==> src/rtl/fetch_redirect_arbiter.sv <==
// fetch_redirect_arbiter
//   Collects PC-redirect requests from four sources and serialises them onto the
//   fetch PC. Priority, highest first: flush (0), mispredict (1), invalid
//   instruction (2), return (3).
//   A single pending slot holds the winning redirect while the icache is stalled.
//   The slot is issued in any cycle where cache_ready is high. Every issued
//   redirect advances the fetch epoch, which squashes in-flight packets.
// Ports
//   clk, rst                  clock; synchronous active-high reset
//   *_valid / *_pc            redirect requests from the four sources
//   cache_ready               icache accepts a new fetch PC this cycle
//   redir_valid_o/_pc_o/_src_o redirect issued this cycle (combinational on cache_ready)
//   kill_o                    a redirect is pending; mask fetch output valid
//   epoch_o                   current fetch epoch (wraps)
//   redir_cnt_o, drop_cnt_o   saturating statistics
module fetch_redirect_arbiter #(
  parameter int PC_BITS    = 32,
  parameter int EPOCH_BITS = 3,
  parameter int CNT_BITS   = 16
) (
  input  logic                  clk,
  input  logic                  rst,
  input  logic                  flush_valid,
  input  logic [PC_BITS-1:0]    flush_pc,
  input  logic                  mispred_valid,
  input  logic [PC_BITS-1:0]    mispred_pc,
  input  logic                  invinstr_valid,
  input  logic [PC_BITS-1:0]    invinstr_pc,
  input  logic                  ret_valid,
  input  logic [PC_BITS-1:0]    ret_pc,
  input  logic                  cache_ready,
  output logic                  redir_valid_o,
  output logic [PC_BITS-1:0]    redir_pc_o,
  output logic [1:0]            redir_src_o,
  output logic                  kill_o,
  output logic [EPOCH_BITS-1:0] epoch_o,
  output logic [CNT_BITS-1:0]   redir_cnt_o,
  output logic [CNT_BITS-1:0]   drop_cnt_o
);

  typedef enum logic {IDLE = 1'b0, HOLD = 1'b1} state_t;

  function automatic logic [CNT_BITS-1:0] sat_inc(input logic [CNT_BITS-1:0] v);
    sat_inc = (v == {CNT_BITS{1'b1}}) ? v : v + 1'b1;
  endfunction

  state_t               state, state_nxt;
  logic [PC_BITS-1:0]   pend_pc, pend_pc_nxt;
  logic [1:0]           pend_src, pend_src_nxt;
  logic [EPOCH_BITS-1:0] epoch;
  logic [CNT_BITS-1:0]  redir_cnt, drop_cnt;

  logic                 best_valid;
  logic [PC_BITS-1:0]   best_pc;
  logic [1:0]           best_src;
  logic                 issue;
  logic                 drop_inc;

  // Same-cycle selection: lowest-numbered valid source wins
  always_comb begin
    best_valid = flush_valid | mispred_valid | invinstr_valid | ret_valid;
    best_pc    = ret_pc;
    best_src   = 2'd3;
    if (flush_valid) begin
      best_pc  = flush_pc;
      best_src = 2'd0;
    end else if (mispred_valid) begin
      best_pc  = mispred_pc;
      best_src = 2'd1;
    end else if (invinstr_valid) begin
      best_pc  = invinstr_pc;
      best_src = 2'd2;
    end
  end

  assign issue = (state == HOLD) & cache_ready;

  // Next-state and slot update
  always_comb begin
    state_nxt    = state;
    pend_pc_nxt  = pend_pc;
    pend_src_nxt = pend_src;
    drop_inc     = 1'b0;
    case (state)
      IDLE: begin
        if (best_valid) begin
          state_nxt    = HOLD;
          pend_pc_nxt  = best_pc;
          pend_src_nxt = best_src;
        end
      end
      HOLD: begin
        if (cache_ready) begin
          if (best_valid) begin
            pend_pc_nxt  = best_pc;
            pend_src_nxt = best_src;
          end else begin
            state_nxt = IDLE;
          end
        end else if (best_valid) begin
          // Stalled: the new request either overwrites the slot or is ignored;
          // one of the two is lost either way, so it always counts as a drop.
          // An equal source is the newer request and replaces the old one.
          drop_inc = 1'b1;
          if (best_src <= pend_src) begin
            pend_pc_nxt  = best_pc;
            pend_src_nxt = best_src;
          end
        end
      end
      default: state_nxt = IDLE;
    endcase
  end

  // State register
  always_ff @(posedge clk) begin
    if (rst) begin
      state     <= IDLE;
      pend_pc   <= '0;
      pend_src  <= '0;
      epoch     <= '0;
      redir_cnt <= '0;
      drop_cnt  <= '0;
    end else begin
      state    <= state_nxt;
      pend_pc  <= pend_pc_nxt;
      pend_src <= pend_src_nxt;
      if (issue) begin
        epoch     <= epoch + 1'b1;
        redir_cnt <= sat_inc(redir_cnt);
      end
      if (drop_inc) drop_cnt <= sat_inc(drop_cnt);
    end
  end

  assign kill_o        = (state == HOLD);
  assign redir_valid_o = issue;
  assign redir_pc_o    = pend_pc;
  assign redir_src_o   = pend_src;
  assign epoch_o       = epoch;
  assign redir_cnt_o   = redir_cnt;
  assign drop_cnt_o    = drop_cnt;

endmodule
==> config.mk <==
export PLATFORM = sky130hd
export DESIGN_NAME = fetch_redirect_arbiter
export DESIGN_NICKNAME = d
export VERILOG_FILES = /design/src/rtl/fetch_redirect_arbiter.sv
export SDC_FILE = /design/constraint.sdc
export NUM_CORES = 1
export LEC_CHECK = 0
export BUFFER_PORTS_ARGS = -buffer_cell sky130_fd_sc_hd__buf_2
export CORE_UTILIZATION = 40
export CTS_BUF_LIST = sky130_fd_sc_hd__clkbuf_4
export DETAILED_ROUTE_END_ITERATION = 10
export GPL_TIMING_DRIVEN = 0
export PLACE_DENSITY = 0.78
export SYNTH_ARGS = -nofsm -noshare
export SYNTH_HDL_FRONTEND = slang
export SYNTH_SLANG_ARGS = --single-unit
==> constraint.sdc <==
create_clock -name clk -period 3.2 [get_ports clk]
set_input_delay 0.64 -clock clk [delete_from_list [all_inputs] [get_ports clk]]
set_output_delay 0.64 -clock clk [all_outputs]
set_load 0.03 [all_outputs]
==> metrics.md <==
| Metric | Value |
|---|---|
| Mux share of post-synthesis cell area | 18.4% |
| Setup bufs post-CTS | 0 |
| Hpwl dp | 10700 um |
| Endpoints failing hold | 0 |
| Leak | 2.60 nW |
| Antenna-violating nets left | 0 |
| R2r endpoint | redir_pc_o[30] |
| Post-synth EDFFs | 0 |
| FF+latch count, synth | 70 |
| Mapped Nets | 634 |
| DRC violations left | 0 |
| Critical Path Sink | redir_pc_o[30] |
| Core Region | 9910 um^2 |
| WL per Instance | 15.9 um |
| Hold Path Class | reg -> reg |
| Top post-synthesis cells by area | dfxtp_1 (34%), mux2i_1 (16%), a21oi_1 (6.9%) |
| Pin count of the biggest net entering global routing | 12 |
| Buffers plus inverters on the worst setup path | 3 |
| Main synth FF type | dfxtp_1 |
| Worst slew pin tran | 844 ps |
| GRT overflow | 0 |
| Synth Area in XOR/XNOR | 0.422% |
| Antenna fix cells | 0 |
| Post-synthesis async set-or-reset flop share | 0% |
| Sw power | 0.000652 W |
| H-tree levels | 3 |
| Combinational share of power | 25.9% |
| Power share of the sequential group | 49.4% |
| CTS max path bufs | 2 |
| PortBufs | 203 |
| Setup violators final | 0 |
| Vias per cell | 5.55 |
| Post_cts resized | 0 |
| Die Wd | 104 um |
| Share of cells above drive strength 1 | 34.3% |
| Setup TNS | 0 ps |
| Later-pin clock latency in the skew report | 410 ps |
| Crit path DAT | 3170 ps |
| Initial Utilization | 41.9% |
| Final Wtd Congestion | 0.839 |
| Die area | 10800 um^2 |
| Initial DRC count | 262 |
| CTS tree | yes |
| CP cell instances | buf_6, clkbuf_1, nor2_1, ha_1, nor2b_1, o211ai_1, clkbuf_1, a21oi_1, a211oi_1 |
| R2r startpoint | redir_src_o[1] |
| Crit path max-delay family | buffers and inverters |
| Switching portion of total power | 33.8% |
| Critical Path Start | flush_valid |
| Final Skew | 8.49 ps |
| Reg2reg path depth | 7 |
| Startpoint Class | input pin |
| Synth Area in Simple Gates | 19.1% |
| Synth Area in Compound Gates | 22.0% |
| Synth top cells by count | dfxtp_1 (70), mux2i_1 (65), a21oi_1 (57) |
| Register area share after synthesis | 33.7% |
| Rows | 36 |
| Crit path max fanout | 10 |
| Critical Path End Type | register |
| Max-cap check violation count | 0 |
| Proportion of netlist area held by the largest area contributor | 33.7% |
| Worst slew margin | 43.2% |
| Synth Area in Adders | 1.51% |
| Worst path slowest cell | clkbuf_1 |
| CTS clk-pin slew, worst paths | 110 ps |
| Synth cell types | 47 |
| Worst setup margin | 361 ps |
| Gr usage total | 24.1% |
| Max frequency | 352 MHz |
| Place WS | -353 ps |
| First-pass GRT wire length | 21200 um |
| Data required time of the worst path | 3530 ps |
| Cell Pwr Density | 354 nW/um^2 |
| Worst vdd rail ir drop | 0.129 mV |
| Synth warn | 0 |
| CP Depth | 9 |
| Clock Sinks | 70 |
| Core Util, Final | 54.9% |
| Final Max Tran Viols | 0 |
| Vias in the first global route | 4456 |
| Total power | 0.00193 W |
| CP max stage delay | 540 ps |
| Number of iterations in the first detailed-routing pass | 5 |
| Yosys top cell by area | dfxtp_1 |
| Final wirelength | 13400 um |
| Root Driver | clkbuf_4 |
| Layout area overhead | 30.9% |
| Critical path class | in -> reg |
| Vias | 4688 |
| Hold_buf cts | 0 |
| Die Ht | 104 um |
| Clock Power Share | 24.7% |
| # nets final | 847 |
| Synth Instances | 494 |
| Avg Inst Size Synth | 8.41 um^2 |
| Initial antenna violation count | 0 |
| Tcrit/Tclk final | 88.7% |
| Cell mode on critical path | clkbuf_1 |
| Worst hold margin | 496 ps |
| Power Internal | 0.00127 W |
| RSZ-0062 raised after global routing | false |
| Fin crit period | 2840 ps |
| Largest family of logic cells by synthesized area | compound AO/OA/AOI/OAI gates |
| # IOs | 206 |
| Outcome | finished clean |
| R2R Setup Slk | 1060 ps |
| Post-Syn Area | 4160 um^2 |
| CTS Buf Count | 9 |
| Cell with the most instances after synthesis | dfxtp_1 |
[power groups by stage]
stage | registers (W) | clock network, W | logic [W]
after floorplan | 0.00107 | 0 | 0.000206
after global placement | 0.000969 | 0 | 0.000488
after detailed placement | 0.000970 | 0 | 0.000500
after CTS | 0.000951 | 0.000486 | 0.000500
after global routing | 0.000958 | 0.000526 | 0.000539
final | 0.000951 | 0.000476 | 0.000499
[logic make-up after synthesis]
| family | count (synthesis) |
|---|---|
| AO/OA/AOI/OAI | 153 |
| XOR/XNOR | 2 |
| adder cells (fa/ha/maj) | 5 |
| buffers and inverters | 47 |
| flip-flops | 70 |
| multiplexers | 75 |
| AND/OR/NAND/NOR | 142 |
[registers in the layout, summed over array words and instances, names as in the netlist]
name / count
redir_pc_o: 32
epoch_o: 3
redir_src_o: 2
redir_cnt_o: 16
kill_o: 1
drop_cnt_o: 16
[through the flow]
step	instances	instance area, um^2
floorplan	494	4160
global placement	830	5340
detailed placement	830	5340
CTS	845	5440
global route	844	5440
finish	844	5440
[layout by cell type, fill, tap and decap left out, types with 2 or more instances in the layout]
cell          n
or4_1        12
nor2b_1      11
nor2_1       21
nand2_1      51
o211ai_1      2
nand4_1       9
nand3_1       6
and3_1        2
clkinvlp_4    2
mux2i_1      65
clkbuf_1     23
and2_1        3
buf_6         2
ha_1          5
o311ai_0      2
nand4_2       2
a31oi_1       2
o41ai_1       2
and4_1        2
buf_2       210
o31ai_1      12
nor3_1        4
inv_1        10
o21ai_0      39
a21oi_1      57
mux2_1        2
dfxtp_1      70
a211oi_1     34
buf_1         2
or3_1         3
clkbuf_4     10
clkinv_1      2
mux2_2        8
nor4_1        6
[worst reg2reg max path, cell delays in order, from the launching register on]
cell	delay (ps)
dfxtp_1	360
inv_1	50
ha_1	300
nor2b_1	150
o211ai_1	410
clkbuf_1	400
a21oi_1	140
a211oi_1	250
[worst min path at each step]
stage                    start          to  slack, ps  cells after the start
finish              epoch_o[1]  epoch_o[1]        500                      2
global route        epoch_o[1]  epoch_o[1]        520                      2
global placement    epoch_o[1]  epoch_o[1]        460                      2
detailed placement  epoch_o[1]  epoch_o[1]        490                      2
CTS                 epoch_o[1]  epoch_o[1]        500                      2
floorplan           epoch_o[1]  epoch_o[1]        600                      2
[cell type report]
class / count / area, um^2
Buffer: 36 / 164
Tap cell: 133 / 166
Sequential cell: 70 / 1400
Clock buffer: 10 / 75.1
Inverter: 10 / 37.5
Clock inverter: 5 / 27.5
Multi-Input combinational cell: 377 / 2550
Fill cell: 942 / 4470
Timing Repair Buffer: 203 / 1020
[metal layers]
metal	share of wire [%]	vias to the layer above	global-route usage [%]
met4	2.4	0	10.3
li1	-	2274	-
met1	43	2188	29.2
met5	0	-	0
met2	49	195	42.0
met3	5.7	31	4.20
Note: power is estimated with default switching activity, not from simulation.
